File: config.mk
export PLATFORM = sky130hd
export DESIGN_NAME = uart_tx_fifo
export DESIGN_NICKNAME = d
export VERILOG_FILES = /design/src/rtl/uart_tx_fifo.sv
export SDC_FILE = /design/constraint.sdc
export NUM_CORES = 1
export LEC_CHECK = 0
export ABC_AREA = 1
export CAP_MARGIN = 5
export CORE_MARGIN = 2
export CORE_UTILIZATION = 30
export CTS_CLUSTER_SIZE = 14
export DETAILED_ROUTE_END_ITERATION = 6
export GPL_ROUTABILITY_DRIVEN = 0
export PLACE_DENSITY = 0.58
export SYNTH_ARGS = -nofsm -noshare
export SYNTH_HDL_FRONTEND = slang
export SYNTH_SLANG_ARGS = --single-unit
File: constraint.sdc
create_clock -name i_clk -period 2.4 [get_ports i_clk]
set_input_delay 0.72 -clock i_clk [delete_from_list [all_inputs] [get_ports i_clk]]
set_output_delay 0.72 -clock i_clk [all_outputs]
set_load 0.005 [all_outputs]
File: src/rtl/uart_tx_fifo.sv
// uart_tx_fifo
// 8N1 UART transmitter with a small byte FIFO in front of it.
// Bytes arrive over a req/ready handshake. They are buffered in a circular
// FIFO and serialised LSB-first on o_uart_tx at BAUD_DIVIDE clocks per bit.
// Back-to-back frames follow each other with no idle gap.
//
// Ports
//   i_clk            core clock, rising edge
//   i_reset          synchronous reset, active-high
//   i_tx_req         a byte is offered on i_tx_data
//   o_tx_ready       FIFO can accept a byte (transfer = i_tx_req && o_tx_ready)
//   i_tx_data        byte to send, sampled on a transfer cycle
//   o_tx_busy        a frame is on the line or the FIFO holds bytes
//   o_tx_fifo_level  bytes buffered, not counting the byte being shifted
//   o_uart_tx        serial line, idles high, straight from a flop
module uart_tx_fifo #(
    parameter int MAIN_CLK   = 100000000,
    parameter int BAUD       = 115200,
    parameter int FIFO_DEPTH = 4,
    parameter int STOP_BITS  = 1
) (
    input  logic                          i_clk,
    input  logic                          i_reset,
    input  logic                          i_tx_req,
    output logic                          o_tx_ready,
    input  logic [7:0]                    i_tx_data,
    output logic                          o_tx_busy,
    output logic [$clog2(FIFO_DEPTH):0]   o_tx_fifo_level,
    output logic                          o_uart_tx
);

    localparam int BAUD_DIVIDE = MAIN_CLK / BAUD;
    localparam int BW          = (BAUD_DIVIDE > 1) ? $clog2(BAUD_DIVIDE) : 1;
    localparam int PW          = $clog2(FIFO_DEPTH);
    localparam int LW          = PW + 1;

    localparam logic [BW-1:0] BAUD_LAST  = BW'(BAUD_DIVIDE - 1);
    localparam logic [BW-1:0] BAUD_ZERO  = BW'(0);
    localparam logic [BW-1:0] BAUD_ONE   = BW'(1);
    localparam logic [LW-1:0] LEVEL_FULL = LW'(FIFO_DEPTH);
    localparam logic [LW-1:0] LEVEL_ZERO = LW'(0);
    localparam logic [LW-1:0] LEVEL_ONE  = LW'(1);
    localparam logic [PW-1:0] PTR_ZERO   = PW'(0);
    localparam logic [PW-1:0] PTR_ONE    = PW'(1);
    // Index of the last stop bit; STOP_BITS is 1 or 2 so one bit is enough.
    localparam logic [0:0]    STOP_LAST  = 1'(STOP_BITS - 1);

    typedef enum logic [1:0] {
        S_IDLE  = 2'd0,
        S_START = 2'd1,
        S_DATA  = 2'd2,
        S_STOP  = 2'd3
    } state_t;

    state_t          r_state;
    logic [7:0]      r_mem [FIFO_DEPTH];
    logic [PW-1:0]   r_wr_ptr;
    logic [PW-1:0]   r_rd_ptr;
    logic [LW-1:0]   r_level;
    logic            r_reset_q;
    logic [7:0]      r_shift;
    logic [BW-1:0]   r_baud_cntr;
    logic [2:0]      r_bit_cntr;
    logic [0:0]      r_stop_cntr;
    logic            r_uart_tx;

    logic            w_push;
    logic            w_load;
    logic            w_pop;
    logic [7:0]      w_pop_data;

    // Ready comes only from registers so there is no path from i_tx_req.
    assign o_tx_ready      = !r_reset_q && (r_level != LEVEL_FULL);
    assign o_tx_busy       = (r_state != S_IDLE) || (r_level != LEVEL_ZERO);
    assign o_tx_fifo_level = r_level;
    assign o_uart_tx       = r_uart_tx;

    assign w_push     = i_tx_req && o_tx_ready;
    // The shifter takes a new byte when idle, or on the very last stop-bit
    // cycle so the next start bit follows with no gap.
    assign w_load     = (r_state == S_IDLE) ||
                        ((r_state == S_STOP) && (r_baud_cntr == BAUD_ZERO) &&
                         (r_stop_cntr == STOP_LAST));
    assign w_pop      = w_load && (r_level != LEVEL_ZERO);
    assign w_pop_data = r_mem[r_rd_ptr];

    // FIFO storage; flushing is done through the pointers, so no reset here.
    always_ff @(posedge i_clk) begin
        if (w_push) begin
            r_mem[r_wr_ptr] <= i_tx_data;
        end
    end

    // FIFO pointers, occupancy and the delayed reset that gates ready.
    always_ff @(posedge i_clk) begin
        r_reset_q <= i_reset;
        if (i_reset) begin
            r_wr_ptr <= PTR_ZERO;
            r_rd_ptr <= PTR_ZERO;
            r_level  <= LEVEL_ZERO;
        end else begin
            if (w_push) begin
                r_wr_ptr <= r_wr_ptr + PTR_ONE;
            end
            if (w_pop) begin
                r_rd_ptr <= r_rd_ptr + PTR_ONE;
            end
            case ({w_push, w_pop})
                2'b10:   r_level <= r_level + LEVEL_ONE;
                2'b01:   r_level <= r_level - LEVEL_ONE;
                default: r_level <= r_level;
            endcase
        end
    end

    // Frame sequencer: the line value for the next bit is registered on the
    // same edge as the state change so every bit lasts exactly BAUD_DIVIDE.
    always_ff @(posedge i_clk) begin
        if (i_reset) begin
            r_state     <= S_IDLE;
            r_shift     <= 8'h00;
            r_baud_cntr <= BAUD_ZERO;
            r_bit_cntr  <= 3'd0;
            r_stop_cntr <= 1'b0;
            r_uart_tx   <= 1'b1;
        end else begin
            case (r_state)
                S_IDLE: begin
                    if (w_pop) begin
                        r_shift     <= w_pop_data;
                        r_baud_cntr <= BAUD_LAST;
                        r_uart_tx   <= 1'b0;
                        r_state     <= S_START;
                    end else begin
                        r_uart_tx   <= 1'b1;
                    end
                end
                S_START: begin
                    if (r_baud_cntr == BAUD_ZERO) begin
                        r_state     <= S_DATA;
                        r_bit_cntr  <= 3'd0;
                        r_baud_cntr <= BAUD_LAST;
                        r_uart_tx   <= r_shift[0];
                    end else begin
                        r_baud_cntr <= r_baud_cntr - BAUD_ONE;
                    end
                end
                S_DATA: begin
                    if (r_baud_cntr == BAUD_ZERO) begin
                        r_baud_cntr <= BAUD_LAST;
                        r_shift     <= {1'b0, r_shift[7:1]};
                        if (r_bit_cntr == 3'd7) begin
                            r_state     <= S_STOP;
                            r_stop_cntr <= 1'b0;
                            r_uart_tx   <= 1'b1;
                        end else begin
                            r_bit_cntr  <= r_bit_cntr + 3'd1;
                            // Next bit is the one about to land in r_shift[0].
                            r_uart_tx   <= r_shift[1];
                        end
                    end else begin
                        r_baud_cntr <= r_baud_cntr - BAUD_ONE;
                    end
                end
                S_STOP: begin
                    if (r_baud_cntr == BAUD_ZERO) begin
                        if (r_stop_cntr == STOP_LAST) begin
                            if (w_pop) begin
                                r_shift     <= w_pop_data;
                                r_baud_cntr <= BAUD_LAST;
                                r_uart_tx   <= 1'b0;
                                r_state     <= S_START;
                            end else begin
                                r_uart_tx   <= 1'b1;
                                r_state     <= S_IDLE;
                            end
                        end else begin
                            r_stop_cntr <= r_stop_cntr + 1'b1;
                            r_baud_cntr <= BAUD_LAST;
                        end
                    end else begin
                        r_baud_cntr <= r_baud_cntr - BAUD_ONE;
                    end
                end
                default: begin
                    r_state   <= S_IDLE;
                    r_uart_tx <= 1'b1;
                end
            endcase
        end
    end

`ifndef SYNTHESIS
    // Trace each byte as it leaves the FIFO for the shifter.
    always_ff @(posedge i_clk) begin
        if (!i_reset && w_pop) begin
            $display("uart_tx_fifo: pop 0x%02h", w_pop_data);
        end
    end
`endif

endmodule

Word level (Yosys, flattened, before mapping)
Memories as Yosys holds them, arrays and structs flattened. A register that Yosys moved wholly into a read port is not among the register bits.
Index checks and enable logic that the tools add are counted.

cells by class
  $add $sub $neg = 7
  equal/unequal tests = 14
  mux-type cells = 39
  bitwise operators = 1
  reduce and logical (&&, ||, !) cells = 22

operator list
  cell                   number
  $mux 10                4
  $mux 8                 4
  $pmux 10 s3            1
  $pmux 8 s3             1
  $mux 2                 8
  $reduce_and 4->1       4
  $mux 1                 13
  $ne 2x2->1 const B     6
  $pmux 3 s2             2
  $logic_not 10->1       1
  $sub 10x1->10 const B  1
  $mux 3                 3
  $pmux 2 s4             1
  $reduce_bool 2->1      4
  $add 3x1->3 const B    2
  $eq 2x2->1 const B     3
  $reduce_and 6->1       1
  $reduce_bool 3->1      2
  $logic_and 1x1->1      5
  $add 2x1->2 const B    2
  $eq 2x1->1 const B     2
  $pmux 1 s4             1
  $eq 3x3->1 const B     1
  $ne 3x3->1 const B     1
  other kinds (9)        10

storage, ports and cells
  register bits = 33
  memory bits (writable) = 32
  input port bits = 11
  output and inout port bits = 6
  logic and storage cells = 94
  memories kept = 1

memories
  memory  words  width  read ports  clocked after memory_dff  wr ports  line  text
  r_mem   4      8      1           1                         1         56    logic [7:0] r_mem [FIFO_DEPTH];

Depth between registers and ports, before layout
Gate-level depths: netlist (run 1).

  depth after elaboration = 9
  mapped depth = 14
  mapped depth without buffers = 13

Worst setup path after synthesis (run 1)
No wires, ideal clock.

  path kind = register -> register
  from = reg r_baud_cntr[0]
  to = reg r_level[2] (netlist: o_tx_fifo_level[2])
  library setup time = 0.122 ns
  arrival = 2.130 ns
  data required time = 2.278 ns
  setup slack = 0.148 ns
  stages on the path, launching flop included = 15
  buffers on the path = 1
  period minus slack after synthesis = 2.252 ns
  cells stage by stage = dfxtp_1 -> inv_1 -> ha_1 -> nand2_4 -> o21bai_4 -> nand3_4 -> buf_6 -> inv_2 -> ha_1 -> inv_1 -> fa_1 -> a21oi_1 -> o21ai_0 -> o21ai_0 -> a21oi_1

on the way
  longest elaborated chain between the ends = 7
  elaborated cells on any way between the ends = 9
  those cells by class = 2 x eq/ne; 1 x mux; 6 x reduce/logical

ends and longest elaborated chain
  item                                             line  text
  from (decl)                                      62    logic [BW-1:0] r_baud_cntr;
  from (signal assigned)                           145   r_baud_cntr <= r_baud_cntr - BAUD_ONE;
  from (signal assigned)                           162   r_baud_cntr <= r_baud_cntr - BAUD_ONE;
  from (signal assigned)                           182   r_baud_cntr <= r_baud_cntr - BAUD_ONE;
  $logic_not 10->1 *                               82    ((r_state == S_STOP) && (r_baud_cntr == BAUD_ZERO) &&
  $logic_and 1x1->1 * (2 in a row)                 82
  $logic_or 1x1->1 *                               81    assign w_load = (r_state == S_IDLE) ||
  $logic_and 1x1->1 *                              84    assign w_pop = w_load && (r_level != LEVEL_ZERO);
  named net w_pop                                  69    logic w_pop;
  $eq 2x1->1 or $eq 2x2->1 (tied branches)         108   case ({w_push, w_pop})
  $pmux 3 s2 or $reduce_bool 2->1 (tied branches)  n/a
  to (signal assigned)                             109   2'b10: r_level <= r_level + LEVEL_ONE;
  to (signal assigned)                             110   2'b01: r_level <= r_level - LEVEL_ONE;
  to (signal assigned)                             111   default: r_level <= r_level;
  to (decl)                                        59    logic [LW-1:0] r_level;

The timed path passes the listed nets; every way through them passes the cells marked *.
A chain may end at the register's enable or synchronous reset.

Worst setup path in the final report (run 1)
  from = reg r_state[1]
  to = out o_tx_busy

on the way
  longest elaborated chain between the ends = 2

ends and longest elaborated chain
  item                    line  text
  from (decl)             55    state_t r_state;
  from (signal assigned)  120   r_state <= S_IDLE;
  from (signal assigned)  133   r_state <= S_START;
  from (signal assigned)  140   r_state <= S_DATA;
  $reduce_bool 2->1       74    assign o_tx_busy = (r_state != S_IDLE) || (r_level != LEVEL_ZERO);
  $logic_or 1x1->1        74
  to (decl)               27    output logic o_tx_busy,

Every way passes these cells.

==> results of run 1 <==
==> stage by stage <==
step / worst slack (ns) / setup TNS (ns)
after detailed placement: 0.00743 / 0
after global placement: 0.0364 / 0
final: 0.0862 / 0
after floorplan: 0.148 / 0
after CTS: 0.00998 / 0
after global routing: -0.0316 / -0.0316
==> area by class of cell <==
cell class                      instances  area (sq um)  area share
Sequential cell                        66          1640       0.434
Timing Repair Buffer                   26           235      0.0620
Clock buffer                            9           124      0.0327
Tap cell                              136           170      0.0449
Clock inverter                          7          80.1      0.0211
Inverter                               31           116      0.0307
Multi-Input combinational cell        246          1420       0.375
==> worst max path at each step <==
| stage | to | cells after the start |
|---|---|---|
| 5_1_grt | o_tx_fifo_level[2]$_SDFFE_PP0P_ | 12 |
| 2_1_floorplan | o_tx_fifo_level[2]$_SDFFE_PP0P_ | 14 |
| 6_report | o_tx_busy | 4 |
| 4_1_cts | o_tx_busy | 4 |
| 3_5_place_dp | o_tx_fifo_level[2]$_SDFFE_PP0P_ | 9 |
| 3_3_place_gp | o_tx_fifo_level[2]$_SDFFE_PP0P_ | 9 |
==> routing by layer <==
| layer | part of all wire | vias up | track usage | routed length, um |
|---|---|---|---|---|
| met4 | 0.021 | 0 | 0.0678 | 130 |
| li1 | - | 1236 | - | - |
| met1 | 0.48 | 1128 | 0.154 | 3040 |
| met3 | 0.028 | 10 | 0.0163 | 179 |
| met2 | 0.47 | 43 | 0.185 | 2950 |
| met5 | 0 | - | 0 | 0 |
==> registers in the layout, indices dropped and copies added (netlist names), named ones only <==
| signal | flops |
|---|---|
| r_rd_ptr | 2 |
| r_reset_q | 1 |
| r_wr_ptr | 2 |
| r_baud_cntr | 10 |
| o_tx_fifo_level | 3 |
| r_bit_cntr | 3 |
| r_mem | 32 |
| o_uart_tx | 1 |
| r_state | 2 |
| r_shift | 8 |
==> what timing repair did <==
item	CTS	global route
endpoints found under the setup margin	1	3
buffers inserted	0	1
resized for setup	3	6
pin swaps	0	3
==> cells by family (layout without fill, tap and decap cells) <==
| group | Yosys count | in the layout | share of synthesized area |
|---|---|---|---|
| compound gates | 65 | 65 | 0.112 |
| xor+xnor | 7 | 7 | 0.0191 |
| fa+ha+maj | 14 | 14 | 0.0569 |
| buf+inv | 41 | 73 | 0.0566 |
| flops | 66 | 66 | 0.512 |
| mux | 6 | 6 | 0.0187 |
| simple gates | 154 | 154 | 0.225 |
==> power groups by stage <==
| stage | clock network (mW) | registers (mW) | logic (mW) |
|---|---|---|---|
| after global routing | 1.05 | 1.63 | 2.83 |
| after detailed placement | 0 | 1.61 | 2.39 |
| after CTS | 0.990 | 1.59 | 2.41 |
| final | 0.972 | 1.59 | 2.47 |
| after floorplan | 0 | 1.57 | 1.95 |
| after global placement | 0 | 1.61 | 2.35 |
==> worst max-delay path: cells and delay by family, from the launching register on <==
| family | cells | cell delay (ns) |
|---|---|---|
| buffers and inverters | 2 | 0.59 |
| flip-flops | 1 | 0.34 |
| adder cells (fa/ha/maj) | 1 | 0.20 |
| AND/OR/NAND/NOR | 1 | 0.12 |
==> cell usage in the layout, fill, tap and decap left out, types with 4 or more instances in the layout <==
cell	synthesis	layout
sky130_fd_sc_hd__nand2_1	59	59
sky130_fd_sc_hd__nor2_1	54	53
sky130_fd_sc_hd__dfxtp_1	34	32
sky130_fd_sc_hd__edfxtp_1	32	32
sky130_fd_sc_hd__inv_1	29	29
sky130_fd_sc_hd__a21oi_1	27	26
sky130_fd_sc_hd__o21ai_0	25	25
sky130_fd_sc_hd__nand3_1	21	20
sky130_fd_sc_hd__clkdlybuf4s50_1	0	16
sky130_fd_sc_hd__ha_1	13	11
sky130_fd_sc_hd__buf_4	0	10
sky130_fd_sc_hd__clkbuf_8	0	9
sky130_fd_sc_hd__mux2i_1	6	6
sky130_fd_sc_hd__xor2_1	6	6
sky130_fd_sc_hd__nor2_2	4	5
sky130_fd_sc_hd__o21ai_1	5	5
sky130_fd_sc_hd__inv_6	0	4
==> impl_metrics.env, run 1 <==
export IMPL_result_of_the_run="finished clean"
export IMPL_final_layout_size_suffix_gt1_frac=0.135
export IMPL_clk_latency_worst_skew_pair_ns=0.35
export IMPL_min_path_cells=2
export IMPL_net_switching_power_mw=2.16
export IMPL_rsz0062_at_grt="true"
export IMPL_area_growth_pct=18.2
export IMPL_fin_hold_ws_ns=0.475
export IMPL_vdd_ir_drop_max_mv=0.489
export IMPL_fp_dieH_um=107
export IMPL_timing_hold_worst_endpoint="r_bit_cntr[1]$_SDFFE_PP0P_"
export IMPL_max_clock_path_buffers=2
export IMPL_switching_share=0.429
export IMPL_design_final_nets=405
export IMPL_timing_max_cap_violations=0
export IMPL_yosys_register_bits=66
export IMPL_insertedDiodeCount=0
export IMPL_setup_viol=0
export IMPL_leak_pwr_nw=1.51
export IMPL_route_vias_total=2417
export IMPL_timing_worst_slew_pin_value_ns=0.586
export IMPL_syn_cell_area_sq_mm=0.00321
export IMPL_cts_buffers=9
export IMPL_post_dp_hpwl_um=4300
export IMPL_post_route_cell_area_sq_mm=0.00379
export IMPL_global_route_wire_length_before_repair_um=10600
export IMPL_clock_power_share=0.193
export IMPL_rows=37
export IMPL_num_io_pins=17
export IMPL_routed_wire_length_per_instance_um=12.1
export IMPL_detailedRoute_firstIterationViolations=132
export IMPL_postLayoutCoreUtil=0.366
export IMPL_postPlaceCellArea_sq_mm=0.00354
export IMPL_required_time_of_the_worst_setup_path_ns=1.68
export IMPL_period_needed_ns=2.31
export IMPL_worst_hold_path_type="register to register"
export IMPL_cts_max_level=3
export IMPL_cts_root_buf="sky130_fd_sc_hd__clkbuf_8"
export IMPL_synth_top_area_frac=0.300
export IMPL_critical_path_start="r_state[1]$_SDFFE_PP0P_"
export IMPL_r2r_slack_ns=0.19
export IMPL_start_util=0.309
export IMPL_synth_cells_most_frequent="sky130_fd_sc_hd__nand2_1, sky130_fd_sc_hd__nor2_1, sky130_fd_sc_hd__dfxtp_1"
export IMPL_number_of_antenna_violations_at_the_first_check_in_global_routing=0
export IMPL_mean_instance_size_in_the_synthesized_netlist_sq_um=9.09
export IMPL_reg2reg_to="o_tx_fifo_level[2]$_SDFFE_PP0P_"
export IMPL_grt_ovfl_total=0
export IMPL_synth_top_area_cell="sky130_fd_sc_hd__edfxtp_1"
export IMPL_io_buffers=16
export IMPL_fp_dieW_um=107
export IMPL_cp_max_fo=7
export IMPL_r2r_start="r_baud_cntr[9]$_SDFF_PP0_"
export IMPL_drt_vias_per_instance=4.64
export IMPL_synthArstFlopShare=0
export IMPL_p_per_area_mw_per_mm2=1330
export IMPL_synth_edf_count=32
export IMPL_rr_worst_depth=12
export IMPL_finClkSkew_ns=0.0115
export IMPL_yosys_cell_types_count=38
export IMPL_design_power_total_mw=5.04
export IMPL_final_hold_violation_count=0
export IMPL_netlist_top_cells_area="sky130_fd_sc_hd__edfxtp_1, sky130_fd_sc_hd__dfxtp_1, sky130_fd_sc_hd__nand2_1, sky130_fd_sc_hd__nor2_1, sky130_fd_sc_hd__ha_1"
export IMPL_power_combinational_fraction=0.491
export IMPL_relative_slew_margins=0.609
export IMPL_ys_seq_area_frac=0.512
export IMPL_antenna_violating_nets_post_route=0
export IMPL_clk_pin_slew_worst_paths_ns=0.08
export IMPL_gr_usage_all_layers=0.117
export IMPL_post_synth_inst_count=353
export IMPL_crit_path_max_incr_delay_ns=0.47
export IMPL_setup_worst_path_start_class="register"
export IMPL_type_of_the_worst_setup_path="register to primary output"
export IMPL_drc=0
export IMPL_clock_sinks=66
export IMPL_finalWirelength_um=6300
export IMPL_internal_power_mw=2.88
export IMPL_worst_hold_startpoint="r_bit_cntr[1]$_SDFFE_PP0P_"
export IMPL_grt_max_degree=18
export IMPL_syn_num_nets=378
export IMPL_drt_pass1_iterations=5
export IMPL_dp_cells=504
export IMPL_min_period_over_period=0.964
export IMPL_dominantRegCellSynth="sky130_fd_sc_hd__dfxtp_1"
export IMPL_filler_cell_count=1050
export IMPL_final_cells=521
export IMPL_grt_pass1_vias=2260
export IMPL_tritoncts="yes"
export IMPL_max_clock_freq_ghz=0.432
export IMPL_slowest_stage="sky130_fd_sc_hd__clkdlybuf4s50_1"
export IMPL_ctsHoldBuffers=0
export IMPL_timing_critical_path_to_type="primary output"
export IMPL_pwr_share_seq=0.316
export IMPL_count_of_final_max_slew_check_failures=0
export IMPL_fp_dieArea_sq_mm=0.0115
export IMPL_floorplan_core_area_sq_mm=0.0104
export IMPL_synth_warning_count=0
export IMPL_timing_critical_path_arrival_ns=1.59
export IMPL_cp_cell_sequence="inv_1 > ha_4 > nand3_2 > clkdlybuf4s50_1"
export IMPL_yosys_cell_count_top_type="sky130_fd_sc_hd__nand2_1"
(Power assumes the default switching activity.)
==> inputs of run 2 (changes only) <==
--- a/config.mk
+++ b/config.mk
@@ -7,6 +7,7 @@
 export LEC_CHECK = 0
 export ABC_AREA = 1
 export CAP_MARGIN = 5
+export CORE_ASPECT_RATIO = 0.5
 export CORE_MARGIN = 2
 export CORE_UTILIZATION = 30
 export CTS_CLUSTER_SIZE = 14
==> run 2 against run 1 <==
Effect of this change: clock power is 32% higher; utilization grew 0.99 points; sequential power about the same; critical path depth grew 9; routed wire length increased by 1.7%; sequential cell count is the same; largest power group unchanged; highest routed layer unchanged.
==> impl_metrics.env, run 2 (same netlist as run 1, synthesis figures left out) <==
export IMPL_relative_slew_margins=0.582
export IMPL_antenna_violating_nets_post_route=0
export IMPL_final_hold_violation_count=0
export IMPL_r2r_start="r_baud_cntr[0]$_SDFF_PP0_"
export IMPL_finClkSkew_ns=0.00520
export IMPL_met3_usage=0.0357
export IMPL_design_power_total_mw=5.30
export IMPL_fp_dieArea_sq_mm=0.0116
export IMPL_detailedRoute_firstIterationViolations=125
export IMPL_timing_critical_path_to_type="register"
export IMPL_period_needed_ns=2.26
export IMPL_p_per_area_mw_per_mm2=1370
export IMPL_global_route_wire_length_before_repair_um=10800
export IMPL_critical_path_buffer_and_inverter_count=3
export IMPL_max_clock_path_buffers=2
export IMPL_cpLargestDelayFamily="adder cells"
export IMPL_post_dp_hpwl_um=4320
export IMPL_start_util=0.311
export IMPL_setup_worst_path_start_class="register"
export IMPL_io_buffers=16
export IMPL_most_common_layout_cells="sky130_fd_sc_hd__nand2_1, sky130_fd_sc_hd__nor2_1, sky130_fd_sc_hd__dfxtp_1, sky130_fd_sc_hd__edfxtp_1, sky130_fd_sc_hd__inv_1"
export IMPL_clock_sinks=66
export IMPL_reg2reg_to="o_tx_fifo_level[2]$_SDFFE_PP0P_"
export IMPL_setup_viol=0
export IMPL_count_of_final_max_slew_check_failures=0
export IMPL_rsz0062_at_grt="false"
export IMPL_worst_hold_startpoint="r_bit_cntr[1]$_SDFFE_PP0P_"
export IMPL_min_period_over_period=0.941
export IMPL_required_time_of_the_worst_setup_path_ns=2.61
export IMPL_gr_usage_all_layers=0.122
export IMPL_drt_vias_per_instance=4.48
export IMPL_grtUsageMet1=0.153
export IMPL_route_vias_total=2355
export IMPL_grt_pass1_vias=2210
export IMPL_leak_pwr_nw=1.57
export IMPL_finalSetupTns_ns=0
export IMPL_cp_max_fo=5
export IMPL_rr_worst_depth=13
export IMPL_finalWirelength_um=6400
export IMPL_vdd_ir_drop_max_mv=0.530
export IMPL_post_route_cell_area_sq_mm=0.00387
export IMPL_use_met2=0.196
export IMPL_design_final_nets=406
export IMPL_filler_cell_count=1043
export IMPL_grt_max_degree=18
export IMPL_timing_critical_path_arrival_ns=2.47
export IMPL_postPlaceCellArea_sq_mm=0.00356
export IMPL_fp_dieH_um=77.1
export IMPL_rows=26
export IMPL_max_clock_freq_ghz=0.443
export IMPL_timing_worst_slew_pin_value_ns=0.626
export IMPL_largest_register_ff_count=32
export IMPL_clk_latency_worst_skew_pair_ns=0.33
export IMPL_grt_ovfl_total=0
export IMPL_cts_buffers=9
export IMPL_num_io_pins=17
export IMPL_final_layout_size_suffix_gt1_frac=0.124
export IMPL_clk_pin_slew_worst_paths_ns=0.05
export IMPL_top_usage_layer="met2"
export IMPL_type_of_the_worst_setup_path="register to register"
export IMPL_worst_hold_path_type="register to register"
export IMPL_cts_root_buf="sky130_fd_sc_hd__clkbuf_16"
export IMPL_largest_register="r_mem"
export IMPL_result_of_the_run="finished clean"
export IMPL_cp_cell_sequence="inv_1 > ha_1 > nand2_4 > o21bai_4 > nand3_4 > inv_2 > ha_1 > inv_1 > fa_1 > a21oi_1 > o21ai_0 > o21ai_0 > a21oi_1"
export IMPL_dp_slack_ns=0.0400
export IMPL_crit_path_max_incr_delay_ns=0.37
export IMPL_insertedDiodeCount=0
export IMPL_setup_fix_buffers_added_after_clock_tree_synthesis=0
export IMPL_area_growth_pct=20.7
export IMPL_cts_max_level=3
export IMPL_fp_dieW_um=150
export IMPL_floorplan_core_area_sq_mm=0.0103
export IMPL_slowest_stage="sky130_fd_sc_hd__fa_1"
export IMPL_worst_setup_margin_ns=0.143
export IMPL_r2r_slack_ns=0.14
export IMPL_multi_input_gate_area_in_the_final_layout_sq_mm=0.00140
export IMPL_tritoncts="yes"
export IMPL_drt_pass1_iterations=4
export IMPL_area_sequential_sq_mm=0.00164
export IMPL_number_of_antenna_violations_at_the_first_check_in_global_routing=0
export IMPL_top_regs="r_mem: 32 flops, r_baud_cntr: 10 flops, r_shift: 8 flops"
export IMPL_min_path_cells=2
export IMPL_routed_wire_length_per_instance_um=12.2
export IMPL_layout_commonest_cell="sky130_fd_sc_hd__nand2_1"
export IMPL_timing_max_cap_violations=0
export IMPL_timing_hold_worst_endpoint="r_bit_cntr[1]$_SDFFE_PP0P_"
export IMPL_drc=0
## run 2: routing by layer
| layer | part of all wire | wire length, um |
|---|---|---|
| met4 | 0.019 | 121 |
| met1 | 0.48 | 3100 |
| met5 | 0 | 0 |
| met2 | 0.46 | 2980 |
| met3 | 0.032 | 203 |
## run 2: layout make-up
type	instances	area share
clock inverters	7	0.0178
inverters	31	0.0300
clock buffers	9	0.0582
repair buffers	27	0.0633
well taps	140	0.0452
flip-flops and latches	66	0.425
multi-input cells	246	0.361
## run 2: repair_timing
action / in CTS / in global routing
hold buffers: 0 / 0
resized for setup: 4 / 1
endpoints found under the setup margin: 1 / 1
## run 2: worst min-delay path: stages (launching register included)
cell and delay (ns):
sky130_fd_sc_hd__dfxtp_1 0.31, sky130_fd_sc_hd__inv_1 0.05, sky130_fd_sc_hd__a211oi_1 0.05
## run 2: how the worst max path moves through the flow
stage,from,to,slack [ns],cells past startpoint
2_1_floorplan,r_baud_cntr[0]$_SDFF_PP0_,o_tx_fifo_level[2]$_SDFFE_PP0P_,0.15,14
6_report,r_baud_cntr[0]$_SDFF_PP0_,o_tx_fifo_level[2]$_SDFFE_PP0P_,0.14,13
4_1_cts,r_state[0]$_SDFFE_PP0P_,o_tx_busy,0.03,4
3_5_place_dp,i_tx_req,o_tx_fifo_level[2]$_SDFFE_PP0P_,0.04,9
5_1_grt,r_baud_cntr[0]$_SDFF_PP0_,o_tx_fifo_level[2]$_SDFFE_PP0P_,0.006,13
3_3_place_gp,i_tx_req,o_tx_fifo_level[2]$_SDFFE_PP0P_,0.06,9
## run 2: through the flow
step	hold WS [ns]	util	cells
finish	0.461	0.376	526
global placement	0.451	0.345	510
CTS	0.463	0.375	526
detailed placement	0.453	0.345	510
floorplan	0.431	-	353
global route	0.478	0.376	526
## run 2: power breakdown
part	switching (mW)	internal, mW	leakage, nW
registers	0.162	1.43	0.570
clock network	0.477	0.800	0.143
logic	1.50	0.928	0.853
total	2.14	3.15	1.57
==> inputs of run 3 (changes only) <==
--- a/config.mk
+++ b/config.mk
@@ -6,9 +6,8 @@
 export NUM_CORES = 1
 export LEC_CHECK = 0
 export ABC_AREA = 1
-export CAP_MARGIN = 5
+export CAP_MARGIN = 10
 export CORE_ASPECT_RATIO = 0.5
-export CORE_MARGIN = 2
 export CORE_UTILIZATION = 30
 export CTS_CLUSTER_SIZE = 14
 export DETAILED_ROUTE_END_ITERATION = 6
==> run 3 against run 2 <==
Effect of this change: sequential share of layout area down 0.26 points; critical path type unchanged; worst setup slack improved by 0.018 ns; clock skew up 0.0013 ns; die area is 3.9% lower; routed wire length decreased by 1.7%.
==> impl_metrics.env, run 3 (same netlist as run 1, synthesis figures left out) <==
export IMPL_clk_pin_slew_worst_paths_ns=0.06
export IMPL_top_usage_layer="met2"
export IMPL_most_common_layout_cells="sky130_fd_sc_hd__nand2_1, sky130_fd_sc_hd__nor2_1, sky130_fd_sc_hd__dfxtp_1, sky130_fd_sc_hd__edfxtp_1, sky130_fd_sc_hd__inv_1"
export IMPL_insertedDiodeCount=0
export IMPL_detailedRoute_firstIterationViolations=119
export IMPL_result_of_the_run="finished clean"
export IMPL_rows=26
export IMPL_drt_pass1_iterations=4
export IMPL_fp_dieArea_sq_mm=0.0111
export IMPL_clk_latency_worst_skew_pair_ns=0.33
export IMPL_routed_wire_length_per_instance_um=12.0
export IMPL_design_final_nets=406
export IMPL_setup_worst_path_start_class="register"
export IMPL_cts_buffers=9
export IMPL_count_of_final_max_slew_check_failures=0
export IMPL_max_clock_freq_ghz=0.447
export IMPL_max_clock_path_buffers=2
export IMPL_number_of_antenna_violations_at_the_first_check_in_global_routing=0
export IMPL_postLayoutCoreUtil=0.378
export IMPL_period_needed_ns=2.24
export IMPL_r2r_slack_ns=0.16
export IMPL_vdd_ir_drop_max_mv=0.383
export IMPL_ctsHoldBuffers=0
export IMPL_area_growth_pct=21.5
export IMPL_io_buffers=16
export IMPL_tritoncts="yes"
export IMPL_grtUsageMet1=0.158
export IMPL_fp_dieH_um=75.1
export IMPL_final_layout_size_suffix_gt1_frac=0.130
export IMPL_cts_root_buf="sky130_fd_sc_hd__clkbuf_16"
export IMPL_drc=0
export IMPL_largest_register_ff_count=32
export IMPL_setup_viol=0
export IMPL_route_vias_total=2334
export IMPL_largest_register="r_mem"
export IMPL_min_period_over_period=0.933
export IMPL_finalWirelength_um=6290
export IMPL_type_of_the_worst_setup_path="register to register"
export IMPL_relative_slew_margins=0.585
export IMPL_cts_max_level=3
export IMPL_final_hold_violation_count=0
export IMPL_p_per_area_mw_per_mm2=1390
export IMPL_clock_sinks=66
export IMPL_layout_commonest_cell="sky130_fd_sc_hd__nand2_1"
export IMPL_gr_usage_all_layers=0.127
export IMPL_required_time_of_the_worst_setup_path_ns=2.62
export IMPL_leak_pwr_nw=1.58
export IMPL_timing_worst_slew_pin_value_ns=0.622
export IMPL_finalSetupTns_ns=0
export IMPL_fp_dieW_um=148
export IMPL_drt_vias_per_instance=4.44
export IMPL_timing_critical_path_to_type="register"
export IMPL_timing_critical_path_arrival_ns=2.46
export IMPL_floorplan_core_area_sq_mm=0.0103
export IMPL_grt_max_degree=18
export IMPL_global_route_wire_length_before_repair_um=10400
export IMPL_top_regs="r_mem: 32 flops, r_baud_cntr: 10 flops, r_shift: 8 flops"
export IMPL_antenna_violating_nets_post_route=0
export IMPL_use_met2=0.202
export IMPL_timing_max_cap_violations=0
export IMPL_num_io_pins=17
export IMPL_worst_hold_path_type="register to register"
export IMPL_grt_pass1_vias=2148
export IMPL_finClkSkew_ns=0.00649
export IMPL_cp_max_fo=5
export IMPL_post_dp_hpwl_um=4240
export IMPL_start_util=0.311
export IMPL_met3_usage=0.0491
export IMPL_grt_ovfl_total=0
==> run 3: stage by stage <==
step / instances / power (mW) / hold WS (ns) / area, sq um / setup WS (ns)
floorplan: 353 / 3.52 / 0.431 / 3210 / 0.148
global placement: 510 / 3.99 / 0.447 / 3560 / 0.0491
detailed placement: 510 / 4.01 / 0.457 / 3560 / -0.0209
CTS: 526 / 5.46 / 0.467 / 3890 / 0.00560
global route: 526 / 5.88 / 0.500 / 3900 / -0.00388
finish: 526 / 5.41 / 0.464 / 3900 / 0.161
==> run 3: timing repair <==
action / in CTS / in global routing
buffers inserted: 0 / 0
pin swaps: 0 / 1
setup endpoints to repair: 1 / 2
resized for setup: 2 / 3
==> run 3: critical path, cell delays in order, from the launching register on <==
cell	delay [ns]
sky130_fd_sc_hd__dfxtp_1	0.31
sky130_fd_sc_hd__inv_1	0.12
sky130_fd_sc_hd__ha_2	0.22
sky130_fd_sc_hd__nand2_4	0.07
sky130_fd_sc_hd__o21bai_4	0.19
sky130_fd_sc_hd__nand3_4	0.09
sky130_fd_sc_hd__inv_2	0.07
sky130_fd_sc_hd__ha_1	0.13
sky130_fd_sc_hd__inv_1	0.06
sky130_fd_sc_hd__fa_1	0.37
sky130_fd_sc_hd__a21oi_1	0.14
sky130_fd_sc_hd__o21ai_0	0.12
sky130_fd_sc_hd__o21ai_0	0.18
sky130_fd_sc_hd__a21oi_1	0.05
==> run 3: per-layer routing <==
| metal | routed length (um) | vias to the layer above |
|---|---|---|
| li1 | - | 1236 |
| met1 | 3200 | 1070 |
| met2 | 2810 | 21 |
| met3 | 212 | 7 |
| met4 | 69 | 0 |
| met5 | 0 | - |
==> run 3: area by class of cell <==
class,instances,area (sq um)
multi-input cells,246,1390
repair buffers,27,245
clock inverters,7,100
well taps,140,175
fillers,1013,6420
clock buffers,9,225
inverters,31,116
flip-flops and latches,66,1640
==> run 3: path summary, 6_finish.rpt <==
kind	endpoint	startpoint	depth (start not counted)
worst max register to register	o_tx_fifo_level[2]$_SDFFE_PP0P_	r_baud_cntr[0]$_SDFF_PP0_	13
worst min-delay path	r_bit_cntr[1]$_SDFFE_PP0P_	r_bit_cntr[1]$_SDFFE_PP0P_	2
worst min register to register	r_bit_cntr[1]$_SDFFE_PP0P_	r_bit_cntr[1]$_SDFFE_PP0P_	2
worst max-delay path	o_tx_fifo_level[2]$_SDFFE_PP0P_	r_baud_cntr[0]$_SDFF_PP0_	13
==> run 3: report_power, final <==
part           internal [mW]  total [mW]  switching [mW]
sequential              1.43        1.58           0.158
combinational          0.918        2.41            1.49
clock                  0.917        1.42           0.503
